File: src/rtl/muldiv_seq.sv
// muldiv_seq: iterative RV32M multiply/divide sequencer.
// A 32-step shift-add multiply or a restoring divide runs on operand
// magnitudes. A single fix-up cycle then applies the sign and selects the
// result word. stall_o freezes the core while an operation is in flight.
// The divider is built only when the macro MULDIV_DIV_EN is defined.
// Without it, ops 100-111 complete in one cycle with a zero result.
`timescale 1ns/1ps
module muldiv_seq (
   input  logic        clk_i,
   input  logic        rst_i,
   input  logic        start_i,
   input  logic [2:0]  op_i,
   input  logic [31:0] rs1_i,
   input  logic [31:0] rs2_i,
   output logic        stall_o,
   output logic        busy_o,
   output logic        done_o,
   output logic [31:0] result_o
);
   localparam int DATA_W = 32;

   localparam logic [1:0] S_IDLE = 2'd0;
   localparam logic [1:0] S_CALC = 2'd1;
   localparam logic [1:0] S_FIX  = 2'd2;
   localparam logic [1:0] S_DONE = 2'd3;

   localparam logic [2:0] OP_MUL    = 3'b000;
   localparam logic [2:0] OP_MULH   = 3'b001;
   localparam logic [2:0] OP_MULHSU = 3'b010;
   localparam logic [2:0] OP_DIV    = 3'b100;
   localparam logic [2:0] OP_REM    = 3'b110;

   // Two's-complement negate when neg is set (magnitude and sign fix-up).
   function automatic logic [DATA_W-1:0] cond_neg32(input logic signed [DATA_W-1:0] v,
                                                    input logic neg);
      return neg ? DATA_W'(-v) : DATA_W'(v);
   endfunction

   function automatic logic [2*DATA_W-1:0] cond_neg64(input logic signed [2*DATA_W-1:0] v,
                                                      input logic neg);
      return neg ? (2*DATA_W)'(-v) : (2*DATA_W)'(v);
   endfunction

   logic [1:0]          state_q;
   logic [5:0]          cnt_q;
   logic [2:0]          op_q;
   logic                sign_a_q, sign_b_q;
   logic [2*DATA_W-1:0] acc_q;    // mul: product; div: {remainder, dividend/quotient}
   logic [2*DATA_W-1:0] opb_q;    // mul: shifted multiplicand; div: divisor in low word
   logic [DATA_W-1:0]   mplr_q;   // remaining multiplier bits, LSB first
   logic [DATA_W-1:0]   result_q;

   logic                a_signed, b_signed, sign_a, sign_b;
   logic [DATA_W-1:0]   mag_a, mag_b;
   logic                special;
   logic [DATA_W-1:0]   special_res;
   logic [2*DATA_W-1:0] prod;
   logic [DATA_W-1:0]   fix_res;

   // Operand signedness and magnitudes for the accepting cycle
   always_comb begin
      a_signed = (op_i == OP_MULH) || (op_i == OP_MULHSU) || (op_i == OP_DIV) || (op_i == OP_REM);
      b_signed = (op_i == OP_MULH) || (op_i == OP_DIV) || (op_i == OP_REM);
      sign_a   = a_signed & rs1_i[DATA_W-1];
      sign_b   = b_signed & rs2_i[DATA_W-1];
      mag_a    = cond_neg32(rs1_i, sign_a);
      mag_b    = cond_neg32(rs2_i, sign_b);
   end

`ifdef MULDIV_DIV_EN
   logic                div_zero, div_ovf;
   logic [DATA_W+1:0]   div_diff;

   // Divide-by-zero and signed overflow bypass the iteration entirely
   always_comb begin
      div_zero    = op_i[2] && (rs2_i == '0);
      div_ovf     = op_i[2] && !op_i[0] && (rs1_i == 32'h8000_0000) && (rs2_i == 32'hFFFF_FFFF);
      special     = div_zero || div_ovf;
      special_res = '0;
      if (div_zero)
         special_res = op_i[1] ? rs1_i : 32'hFFFF_FFFF;
      else if (div_ovf)
         special_res = op_i[1] ? 32'h0000_0000 : 32'h8000_0000;
   end

   // Restoring trial subtract: {remainder, next dividend bit} minus divisor
   always_comb begin
      div_diff = {1'b0, acc_q[2*DATA_W-1:DATA_W-1]} - {2'b00, opb_q[DATA_W-1:0]};
   end
`else
   // Divide ops return zero immediately when the divider is not built
   always_comb begin
      special     = op_i[2];
      special_res = '0;
   end
`endif

   // Sign correction and result word selection for the fix-up cycle
   always_comb begin
      prod    = cond_neg64(acc_q, sign_a_q ^ sign_b_q);
      fix_res = (op_q == OP_MUL) ? prod[DATA_W-1:0] : prod[2*DATA_W-1:DATA_W];
`ifdef MULDIV_DIV_EN
      if (op_q[2]) begin
         if (op_q[1])
            fix_res = cond_neg32(acc_q[2*DATA_W-1:DATA_W], sign_a_q);
         else
            fix_res = cond_neg32(acc_q[DATA_W-1:0], sign_a_q ^ sign_b_q);
      end
`endif
   end

   // Sequencer control, iteration counter and the registered result
   always_ff @(posedge clk_i or negedge rst_i) begin
      if (!rst_i) begin
         state_q  <= S_IDLE;
         cnt_q    <= '0;
         result_q <= '0;
      end else begin
         case (state_q)
            S_IDLE: begin
               if (start_i) begin
                  cnt_q <= '0;
                  if (special) begin
                     result_q <= special_res;
                     state_q  <= S_DONE;
                  end else begin
                     state_q  <= S_CALC;
                  end
               end
            end
            S_CALC: begin
               cnt_q <= cnt_q + 6'd1;
               if (cnt_q == 6'd31)
                  state_q <= S_FIX;
            end
            S_FIX: begin
               result_q <= fix_res;
               state_q  <= S_DONE;
            end
            default: state_q <= S_IDLE;
         endcase
      end
   end

   // Datapath: operand capture on accept, one multiply/divide step per CALC cycle
   always_ff @(posedge clk_i) begin
      if (state_q == S_IDLE && start_i) begin
         op_q     <= op_i;
         sign_a_q <= sign_a;
         sign_b_q <= sign_b;
         if (op_i[2]) begin
            acc_q <= {{DATA_W{1'b0}}, mag_a};
            opb_q <= {{DATA_W{1'b0}}, mag_b};
         end else begin
            acc_q <= '0;
            opb_q <= {{DATA_W{1'b0}}, mag_a};
         end
         mplr_q <= mag_b;
      end else if (state_q == S_CALC) begin
`ifdef MULDIV_DIV_EN
         if (op_q[2]) begin
            if (!div_diff[DATA_W+1])
               acc_q <= {div_diff[DATA_W-1:0], acc_q[DATA_W-2:0], 1'b1};
            else
               acc_q <= {acc_q[2*DATA_W-2:0], 1'b0};
         end else
`endif
         begin
            if (mplr_q[0])
               acc_q <= acc_q + opb_q;
            opb_q  <= {opb_q[2*DATA_W-2:0], 1'b0};
            mplr_q <= {1'b0, mplr_q[DATA_W-1:1]};
         end
      end
   end

   // Output decode; stall is gated by reset so it never leaks out during reset
   always_comb begin
      busy_o   = (state_q == S_CALC) || (state_q == S_FIX);
      done_o   = (state_q == S_DONE);
      stall_o  = rst_i && (((state_q == S_IDLE) && start_i) || busy_o);
      result_o = result_q;
   end

endmodule

File: config.mk
export PLATFORM = sky130hd
export DESIGN_NAME = muldiv_seq
export DESIGN_NICKNAME = d
export VERILOG_FILES = /design/src/rtl/muldiv_seq.sv
export SDC_FILE = /design/constraint.sdc
export NUM_CORES = 1
export LEC_CHECK = 0
export CORE_MARGIN = 2
export CORE_UTILIZATION = 30
export DETAILED_ROUTE_END_ITERATION = 7
export GPL_TIMING_DRIVEN = 0
export PLACE_DENSITY_LB_ADDON = 0.15
export SYNTH_ARGS = -nofsm -noshare
export SYNTH_HDL_FRONTEND = slang
export SYNTH_SLANG_ARGS = --single-unit
File: constraint.sdc
create_clock -name clk_i -period 4.9 [get_ports clk_i]
set_clock_uncertainty 0.2 [all_clocks]
set_input_delay 0.49 -clock clk_i [delete_from_list [all_inputs] [get_ports clk_i]]
set_output_delay 0.49 -clock clk_i [all_outputs]
set_load 0.005 [all_outputs]
Word-level counts from Yosys, hierarchy flattened

Index checks and enable logic that the tools add are counted.

Add/subtract/negate cells: 5
Eq/ne operators: 11
Muxes and demuxes: 22
Bitwise gates (word level): 3
Reduce and logical (&&, ||, !) cells: 19

Operators by type and width:

| cell                                           | count |
|---|---|
| 2-to-1 mux 64 bit                              | 6 |
| 2-to-1 mux 32 bit                              | 9 |
| adder 64 bit                                   | 1 |
| negator 32 bit                                 | 2 |
| negator 64 bit                                 | 1 |
| one-hot mux 32 bit (2 select lines)            | 1 |
| one-hot mux 6 bit (2 select lines)             | 1 |
| nonzero test 2 bit                             | 4 |
| logical OR 1 bit                               | 7 |
| adder 6 x 1 -> 6 bit (second input constant)   | 1 |
| == test 3 bit (second input constant)          | 2 |
| == test 6 x 5 -> 1 bit (second input constant) | 1 |
| 2-to-1 mux 2 bit                               | 3 |
| 2-to-1 mux 6 bit                               | 1 |
| inequality test 2 bit (second input constant)  | 3 |
| one-hot mux 2 bit (3 select lines)             | 1 |
| AND reduction 2 bit                            | 3 |
| == test 2 bit (second input constant)          | 2 |
| == test 3 x 1 -> 1 bit (second input constant) | 1 |
| == test 3 x 2 -> 1 bit (second input constant) | 1 |
| zero test 3 bit                                | 1 |
| AND reduction 3 bit                            | 1 |
| AND 1 bit                                      | 2 |
| == test 2 x 1 -> 1 bit (second input constant) | 1 |
| 3 further kinds                                | 4 |

Register bits: 205

Longest topological paths before layout

Gate-level depths: netlist of run 1.

Depth in word-level cells: 8
Depth in mapped cells: 11
Mapped depth without buffers: 11

Least setup slack after synthesis of run 1

Ideal clock, no wire load.

Path type: register to register
Start point: reg state_q[0]
End point: reg mplr_q[0] (enable)
Library setup time: 0.471 ns
Data arrival time: 3.495 ns
Required time: 4.229 ns
Slack: 0.734 ns
Cell stages (with the launch flop): 7
Clock period less this slack: 4.166 ns
Cells stage by stage: dfrtp_1 inv_1 ha_1 nand2_1 clkbuf_1 clkbuf_1 nand2b_1

Cells in the longest elaborated chain, start to end: 3
Elaborated cells between the ends (all ways): 4
Those cells by class: 1 x eq/ne; 3 x reduce/logical

RTL lines:

| element                        | RTL line | source |
|---|---|---|
| start, declared                | 44       | `logic [1:0] state_q;` |
| start signal, assigned         | 115      | `state_q <= S_IDLE;` |
| start signal, assigned         | 125      | `state_q <= S_DONE;` |
| start signal, assigned         | 127      | `state_q <= S_CALC;` |
| zero test 2 bit                | 147      | `if (state_q == S_IDLE && start_i) begin` |
| logical AND 1 bit              | 147      |  |
| nonzero test 2 bit (no line) * | n/a      |  |
| end signal, assigned           | 158      | `mplr_q <= mag_b;` |
| end signal, assigned           | 172      | `mplr_q <= {1'b0, mplr_q[DATA_W-1:1]};` |
| end, declared                  | 50       | `logic [DATA_W-1:0] mplr_q;` |

Mark *: on every way between the ends. The rest lies on a longest branch, timed or not.
A chain may end at the register's enable or synchronous reset.

Final worst setup path of run 1

Start point: reg state_q[0]
End point: out stall_o

Cells in the longest elaborated chain, start to end: 4
Elaborated cells between the ends (all ways): 7
Those cells by class: 2 x eq/ne; 5 x reduce/logical

RTL lines:

| element                                                      | RTL line | source |
|---|---|---|
| == test 2 x 1 -> 1 bit, or another cell as far along         | 179      | `busy_o = (state_q == S_CALC) \|\| (state_q == S_FIX);` |
| logical OR 1 bit / logical AND 1 bit (equally long branches) | 179, 181 |  |
| logical OR 1 bit *                                           | 181      | `stall_o = rst_i && (((state_q == S_IDLE) && start_i) \|\| busy_o);` |
| logical AND 1 bit *                                          | 181      |  |
| end, declared                                                | 15       | `output logic stall_o,` |

Marks and branches as above.

==> flow_summary.yaml, run 1 <==
status:
  status: "completed"
sta:
  slew_headroom_pct: 12.1
  final_max_slew_viol_count: 0
  tightest_slew_ps: 1320
  hold_viol: 0
  worst_slack_ps: 220
  fmaxAchievable_ghz: 0.214
  period_minus_slack_ps: 4680
  rsz0062_at_grt: "no"
  setup_tns_ps: 0
  setup_viol: 0
  fin_crit_sh_pct: 95.5
critical_path:
  cp.required_ps: 4210
  cp.arrival_ps: 3990
  critPathLaunchType: "flop"
  worstPathMaxFanout: 14
  end_kind: "primary output"
  worstSetupPathType: "reg -> out"
placed_design:
  pre_cts_slack_ps: -8.65
  place_hpwl_um: 42500
  routabilityCongestion: 0.860
  io_buffers: 103
floorplan:
  die_w_um: 228
  num_rows: 82
  fp.dieH_um: 228
  die-area_mm2: 0.0519
  initial_core_util_pct: 30.2
  num_io_pins: 105
  coreArea_mm2: 0.0498
drt:
  dr.pass1.iters: 5
  vias_per_cell: 5.30
  ant_nets: 0
  wire_per_inst_um: 21.4
  num_vias: 13300
  drt_iter0_drc: 1087
  wl_um: 53500
  remaining_drc_errors: 0
layout:
  area_delta_synth_final_pct: 18.6
  fill_cells: 5159
  final_nets: 1951
  num_antenna_cells: 0
  drive_gt1_share_pct: 4.43
clock_network:
  cts_inserted_buffers: 27
  clock-sinks: 205
  htree_levels: 1
  clock_path_buffers: 3
  clock_latency_ps: 580
  cts_root_buf: "clkbuf_16"
  clkTransAtPathRegs_ps: 60
  cts_setup_buffers: 0
  cts_tree: "done"
grt:
  grt_pass1_wl_um: 81100
  grt_use_total_pct: 20.3
  grt_max_degree: 65
  grt_pass1_vias: 13100
  antenna_found_initial: 0
  grt_overflow: 0
yosys:
  synth-warning-count: 0
  synth_common_cells: "nand2_1 (201), edfxtp_1 (165), a21oi_1 (145)"
  synth_cells: 1673
  synth_seq_area_share_pct: 39.6
  synth.top_cell.area_share_pct: 33.0
  synth_most_common_cell: "nand2_1"
  yosysTopAreaCell: "edfxtp_1"
  ys_ff_latch: 205
  syn_avg_cell_area_um2: 8.98
  synth.net_count: 1816
  synth_edf_count: 165
  synthArstFlopShare_pct: 19.5
  ys_types: 71
  synthTopCellsByArea: "edfxtp_1 (33%), dfrtp_1 (6.7%), ha_1 (6.0%)"
  netlist_area_mm2: 0.0150
  synth_ff_type: "edfxtp_1"
hold_path:
  hold_path.class: "in -> async"
power_and_ir_drop:
  p_leak_nw: 6.73
  ir_drop_uv: 334
  cellPowerDensity_mw_per_mm2: 845
flow_run:
  cap_violations: 0
## through the flow
step	instance area [um2]	hold slack, ps	std cells	power (mW)	util [%]
after detailed placement	17000	114	2451	13.1	34.1
after floorplan	15000	-5.59	1673	10.3	-
after CTS	17800	56.7	2500	15.1	35.8
after global placement	16900	254	2448	13.1	34.0
after global routing	17800	64.7	2500	16.3	35.8
final	17800	64.1	2500	15.1	35.8
## metal layers
metal | wire (um) | GRT usage, % | part of all wire, % | vias up
met1 | 25400 | 28.7 | 47 | 6340
met2 | 23500 | 31.9 | 44 | 397
met5 | 0 | 0 | 0 | -
li1 | - | - | - | 6446
met3 | 2860 | 2.55 | 5.3 | 79
met4 | 1800 | 6.70 | 3.4 | 0
## layout make-up
cell class	instances	area (um2)	share of cell area, %
plain buffers	80	309	1.73
repair buffers	107	1110	6.23
well taps	672	841	4.72
clock buffers	39	772	4.33
flip-flops and latches	205	5960	33.4
clock inverters	10	55.1	0.309
inverters	41	154	0.864
multi-input cells	1346	8620	48.4
## report_power, final
part	internal (mW)	switching (mW)	leakage (nW)
clock	1.09	0.812	0.410
sequential	3.44	0.922	2.12
combinational	3.45	5.34	4.20
total	7.99	7.08	6.73
## worst paths after layout
path | from | end | slack, ps | cells after the start
max | state_q[0]$_DFFE_PN0P_ | stall_o | 220 | 8
min | rst_i | result_o[9]$_DFFE_PN0P_ | 60 | 2
max reg2reg | acc_q[12]$_DFFE_PP_ | acc_q[61]$_SDFFCE_PP0P_ | 290 | 11
min reg2reg | result_o[18]$_DFFE_PN0P_ | result_o[18]$_DFFE_PN0P_ | 260 | 2
max in group asynchronous | rst_i | result_o[29]$_DFFE_PN0P_ | 3980 | 3
min in group clk_i | start_i | cnt_q[2]$_DFFE_PN0P_ | 190 | 3
## cells in the final DEF, fill, tap and decap left out, types with 20 or more instances in the layout
cell type / synthesis / layout
ha_1: 72 / 72
o21ai_0: 124 / 124
o211ai_1: 20 / 20
dfrtp_1: 40 / 40
nand3_1: 26 / 26
o22ai_1: 24 / 24
a21oi_1: 145 / 145
clkdlybuf4s50_1: 0 / 102
and2_1: 42 / 42
edfxtp_1: 165 / 165
clkbuf_1: 73 / 80
xor2_1: 77 / 77
nand2_1: 201 / 199
clkbuf_16: 0 / 28
inv_1: 40 / 40
a21o_1: 46 / 46
xnor2_1: 95 / 95
nor3_1: 33 / 33
nor2_1: 139 / 139
o31ai_1: 26 / 26
## kinds of logic (layout without fill, tap and decap cells)
logic type                 count (synthesis)  in the layout  synth area share [%]
DFF                                      205            205                  39.6
xor gates and xnor gates                 172            172                  10.0
AOI/OAI and AO/OA                        515            515                  21.6
and+or+nand+nor                          560            560                  17.7
adders and majority gates                 73             73                  6.13
muxes                                     26             26                  1.82
buffers and inverters                    122            277                  3.10
## worst max-delay path, stage by stage (launching register included)
cell and delay [ps]:
dfrtp_1 420, inv_1 110, ha_1 360, nand2_2 410
inv_1 380, clkbuf_1 490, buf_2 530, o21a_1 190
clkdlybuf4s50_1 500
## timing repair
| item | in CTS | in global routing |
|---|---|---|
| endpoints found under the setup margin | 1 | 1 |
| hold buffers | 1 | 0 |
| hold endpoints to repair | 40 | 0 |
| gates resized for setup | 3 | 2 |
## flip-flops by register name, indices dropped and copies added, names as in the netlist
signal,flops
acc_q,64
opb_q,64
mplr_q,32
result_o,32
cnt_q,6
op_q,3
state_q,2
sign_a_q,1
sign_b_q,1
No activity file was read; power rests on OpenSTA's default activity.
==> inputs of run 2 (changes only) <==
--- a/config.mk
+++ b/config.mk
@@ -8,7 +8,6 @@
 export CORE_MARGIN = 2
 export CORE_UTILIZATION = 30
 export DETAILED_ROUTE_END_ITERATION = 7
-export GPL_TIMING_DRIVEN = 0
 export PLACE_DENSITY_LB_ADDON = 0.15
 export SYNTH_ARGS = -nofsm -noshare
 export SYNTH_HDL_FRONTEND = slang
==> flow_summary.yaml, run 2 (same netlist as run 1, synthesis figures left out) <==
status:
  status: "completed"
critical_path:
  critPathLaunchType: "flop"
  worstSetupPathType: "reg -> reg"
  reg2reg_depth: 12
  end_kind: "flop"
  crit_end: "acc_q[61]$_SDFFCE_PP0P_"
  reg2reg_to: "acc_q[61]$_SDFFCE_PP0P_"
  ff2ff_setup_slack_ps: 900
  crit_start: "acc_q[6]$_DFFE_PP_"
  worstPathMaxFanout: 6
  r2r_start: "acc_q[6]$_DFFE_PP_"
  cp.arrival_ps: 4080
  cp.required_ps: 4980
grt:
  antenna_found_initial: 0
  grt_use_total_pct: 17.9
  grt_pass1_vias: 12500
  grt_pass1_wl_um: 73700
  grt_max_degree: 90
  grt_overflow: 0
drt:
  wire_per_inst_um: 19.5
  dr.pass1.iters: 5
  wl_met2_um: 19700
  remaining_drc_errors: 0
  ant_nets: 0
  drt-met1-wl_um: 23900
  maxUsedRoutingLayer: "met4"
  vias_per_cell: 5.26
  wl_um: 47500
  wl_met3_um: 2630
  num_vias: 12800
  drt_iter0_drc: 898
placed_design:
  routabilityCongestion: 0.868
  io_buffers: 104
  place_hpwl_um: 36000
  pre_cts_slack_ps: 861
  dp_cells: 2386
  place_area_mm2: 0.0168
sta:
  period_minus_slack_ps: 4000
  slew_headroom_pct: 28.3
  final_max_slew_viol_count: 0
  hold_viol: 0
  setup_viol: 0
  fmaxAchievable_ghz: 0.250
  tightest_slew_ps: 1070
  rsz0062_at_grt: "no"
  fin_crit_sh_pct: 81.6
  setup_tns_ps: 0
  worst_slack_ps: 900
floorplan:
  fp.dieH_um: 228
  die-area_mm2: 0.0519
  coreArea_mm2: 0.0498
  num_io_pins: 105
  num_rows: 82
  initial_core_util_pct: 30.2
  die_w_um: 228
clock_network:
  htree_levels: 1
  clock_path_buffers: 3
  clkTransAtPathRegs_ps: 60
  cts_root_buf: "clkbuf_16"
  clock-sinks: 205
  cts_resized: 0
  clock_latency_ps: 560
  cts_inserted_buffers: 27
  cts_tree: "done"
layout:
  area_delta_synth_final_pct: 17.8
  fill_cells: 5188
  final_nets: 1887
  layout.cells.most_common: "nand2_1"
  finalCoreUtilization_pct: 35.6
  num_antenna_cells: 0
  stdcell_count: 2437
  top_regs: "acc_q: 64 flops, opb_q: 64 flops"
  finalInstanceArea_mm2: 0.0177
  drive_gt1_share_pct: 5.78
  layout_common_cells: "nand2_1 (199), edfxtp_1 (165), a21oi_1 (144), nor2_1 (139), o21ai_0 (124)"
power_and_ir_drop:
  ir_drop_uv: 350
  cellPowerDensity_mw_per_mm2: 841
  p_leak_nw: 6.73
hold_path:
  hold_path.class: "reg -> reg"
flow_run:
  cap_violations: 0
==> run 2: cell types whose count changed in the layout (fill, tap and decap cells not counted), sizes merged <==
cell	previous run	this run
buf	12	20
clkinvlp	0	1
bufinv	0	1
clkbuf	111	43
clkinv	8	3
==> run 2: report_power, final <==
| part | internal [mW] | switching [mW] |
|---|---|---|
| combinational | 3.46 | 5.11 |
| clock | 1.18 | 0.809 |
| sequential | 3.44 | 0.888 |
| total | 8.08 | 6.81 |
==> run 2: per-layer routing <==
metal,global-route usage [%],vias to the layer above
met4,5.49,0
li1,-,6303
met5,0,-
met3,2.04,62
met1,27.0,6090
met2,26.6,373
==> run 2: timing repair <==
action	in CTS	in global routing
setup endpoints to repair	0	0
hold buffers	1	0
hold endpoints to repair	40	0
setup buffers	0	0
==> run 2: how the worst min path moves through the flow <==
stage | startpoint | end | slack (ps) | depth (start not counted)
4_1_cts | result_o[22]$_DFFE_PN0P_ | result_o[22]$_DFFE_PN0P_ | 280 | 2
6_report | result_o[18]$_DFFE_PN0P_ | result_o[18]$_DFFE_PN0P_ | 270 | 2
3_5_place_dp | result_o[22]$_DFFE_PN0P_ | result_o[22]$_DFFE_PN0P_ | 270 | 2
2_1_floorplan | rst_i | cnt_q[0]$_DFFE_PN0P_ | -6 | 0
5_1_grt | result_o[22]$_DFFE_PN0P_ | result_o[22]$_DFFE_PN0P_ | 300 | 2
3_3_place_gp | result_o[18]$_DFFE_PN0P_ | result_o[18]$_DFFE_PN0P_ | 250 | 2
==> run 2: cell type report <==
| type | count | area [um2] | share of cell area (%) |
|---|---|---|---|
| Tap cell | 672 | 841 | 4.75 |
| Clock buffer | 43 | 807 | 4.56 |
| Sequential cell | 205 | 5960 | 33.6 |
| Timing Repair Buffer | 123 | 1210 | 6.86 |
| Clock inverter | 7 | 71.3 | 0.403 |
| Multi-Input combinational cell | 1346 | 8660 | 48.9 |
| Inverter | 41 | 154 | 0.869 |
==> run 2: worst max-delay path, cell delays in order (launching register included) <==
cell       delay [ps]
edfxtp_1          470
ha_1              430
o21ai_1           150
a2111oi_0         420
a21oi_1           160
a2111oi_0         390
buf_4             210
o21ai_0           120
a2111oi_0         620
buf_4             220
o21a_1            160
or3_1             120
a21oi_1            60
==> run 2: through the flow <==
stage          hold slack, ps  power, mW
2_1_floorplan           -5.59       10.3
3_3_place_gp              253       12.9
3_5_place_dp              265       12.9
4_1_cts                   279       14.9
5_1_grt                   296       16.1
6_report                  272       14.9
==> inputs of run 3 (changes only) <==
==> constraint.sdc (replaced) <==
create_clock -name clk_i -period 3.27 [get_ports clk_i]
set_clock_uncertainty 0.2 [all_clocks]
set_input_delay 0.327 -clock clk_i [delete_from_list [all_inputs] [get_ports clk_i]]
set_output_delay 0.327 -clock clk_i [all_outputs]
set_load 0.005 [all_outputs]
==> flow_summary.yaml, run 3 (same netlist as run 1, synthesis figures left out) <==
drt:
  dr.pass1.iters: 5
  wl_um: 50800
  num_vias: 14000
  vias_per_cell: 5.16
  wire_per_inst_um: 18.7
  ant_nets: 0
  drt_iter0_drc: 835
  remaining_drc_errors: 0
critical_path:
  cp.required_ps: 3470
  cp_slowest_cell: "or4_4"
  worstSetupPathType: "reg -> reg"
  crit_top_cell: "or4_4"
  critical_path.top_delay_family: "simple AND/OR/NAND/NOR gates"
  end_kind: "flop"
  critPathLaunchType: "flop"
  cpPeakStageDelay_ps: 540
  cp.arrival_ps: 3520
  crit_buf_inv: 1
  path_cells: "buf_6, or4_4, or4_4, nor4_4, and2_4, nand3_4, o31a_1, xnor2_2, o221ai_1"
  worstPathMaxFanout: 7
  ff2ff_setup_slack_ps: -50
clock_network:
  cts_root_buf: "clkbuf_16"
  cts_inserted_buffers: 27
  clock_latency_ps: 550
  clock_path_buffers: 3
  htree_levels: 1
  clkTransAtPathRegs_ps: 60
  clock-sinks: 205
  cts_tree: "done"
sta:
  rsz0062_at_grt: "yes"
  holdWs_ps: 246
  worst_slack_ps: -52.9
  fmaxAchievable_ghz: 0.301
  slew_headroom_pct: 37.6
  hold_viol: 0
  fin_crit_sh_pct: 102
  setup_viol: 7
  period_minus_slack_ps: 3320
  setup_tns_ps: -182
  tightest_slew_ps: 937
  final_max_slew_viol_count: 0
grt:
  grt_max_degree: 87
  busiest_layer: "met2"
  grt_overflow: 0
  grt_pass1_wl_um: 79100
  grtUsageMet3_pct: 2.19
  antenna_found_initial: 1
  grt_pass1_vias: 13900
  grt_use_total_pct: 19.1
  grt_util_met2_pct: 29.4
  grt_use_met1_pct: 27.8
placed_design:
  routabilityCongestion: 0.878
  io_buffers: 104
  place_area_mm2: 0.0187
  place_hpwl_um: 38800
  pre_cts_slack_ps: -510
flow_run:
  cap_violations: 0
power_and_ir_drop:
  ir_drop_uv: 565
  cellPowerDensity_mw_per_mm2: 1280
  finalPower_mw: 26.3
  p_leak_nw: 8.19
layout:
  layout_common_cells: "buf_4 (281), nand2_1 (193), edfxtp_1 (165), nor2_1 (137), a21oi_1 (128)"
  final_nets: 2167
  layout.cells.most_common: "buf_4"
  finalInstanceArea_mm2: 0.0206
  top_regs: "acc_q: 64 flops, opb_q: 64 flops"
  area_delta_synth_final_pct: 36.8
  drive_gt1_share_pct: 23.5
floorplan:
  die_w_um: 228
  fp.dieH_um: 228
  coreArea_mm2: 0.0498
  num_io_pins: 105
  die-area_mm2: 0.0519
  num_rows: 82
  initial_core_util_pct: 30.2
status:
  status: "complete, but fails checks"
  violations: "negative setup slack"
hold_path:
  hold_path.class: "in -> reg"
[run 3: cell count changes in the layout (fill, tap and decap cells not counted), moves of 8 or more]
cell	previous run	this run
xnor2_1	94	86
ha_4	0	11
xnor2_2	1	9
o21ai_0	124	105
o21ai_1	14	24
buf_4	15	281
a21oi_1	144	128
ha_1	72	57
a21oi_2	1	15
buf_6	0	12
[run 3: path summary, 6_finish.rpt]
path / start / to / cells past startpoint
max: acc_q[8]$_DFFE_PP_ / result_o[19]$_DFFE_PN0P_ / 9
min: op_i[2] / mplr_q[31]$_SDFFCE_PN0P_ / 4
max reg2reg: acc_q[8]$_DFFE_PP_ / result_o[19]$_DFFE_PN0P_ / 9
min reg2reg: result_o[18]$_DFFE_PN0P_ / result_o[18]$_DFFE_PN0P_ / 2
max in group asynchronous: rst_i / result_o[23]$_DFFE_PN0P_ / 3
min in group asynchronous: rst_i / cnt_q[2]$_DFFE_PN0P_ / 3
[run 3: worst register-to-register path: stages (launching register included)]
cell	delay, ps
edfxtp_1	450
buf_6	160
or4_4	470
or4_4	540
nor4_4	330
and2_4	220
nand3_4	150
o31a_1	390
xnor2_2	140
o221ai_1	120
[run 3: repair_timing]
item / in CTS / in global routing
hold buffers: 1 / 0
gates resized for setup: 56 / 107
gates cloned: 0 / 0
pin swaps: 32 / 55
setup endpoints to repair: 43 / 60
buffers inserted: 10 / 20
endpoints found under the hold margin: 40 / 0
[run 3: layer usage]
| layer | vias to the layer above | routed length (um) |
|---|---|---|
| li1 | 6863 | - |
| met1 | 6714 | 24700 |
| met2 | 357 | 22400 |
| met3 | 74 | 2420 |
| met4 | 0 | 1410 |
| met5 | - | 0 |
[run 3: power breakdown]
part	leakage (nW)	switching [mW]	internal [mW]
Sequential	2.12	1.06	5.14
Combinational	5.67	9.31	7.98
Clock	0.405	1.19	1.66
[run 3: through the flow]
| step | utilization [%] | instances |
|---|---|---|
| after global routing | 41.3 | 2716 |
| final | 41.3 | 2716 |
| after detailed placement | 37.6 | 2640 |
| after CTS | 40.0 | 2697 |
| after floorplan | - | 1673 |
| after global placement | 37.6 | 2640 |
[run 3: cell type report]
cell class                      instances  area (um2)
Fill cell                            4989       29200
Sequential cell                       205        5960
Timing Repair Buffer                  403        3390
Clock inverter                         14         119
Inverter                               41         154
Tap cell                              672         841
Clock buffer                           34         702
Antenna cell                            1        2.50
Multi-Input combinational cell       1346        9390
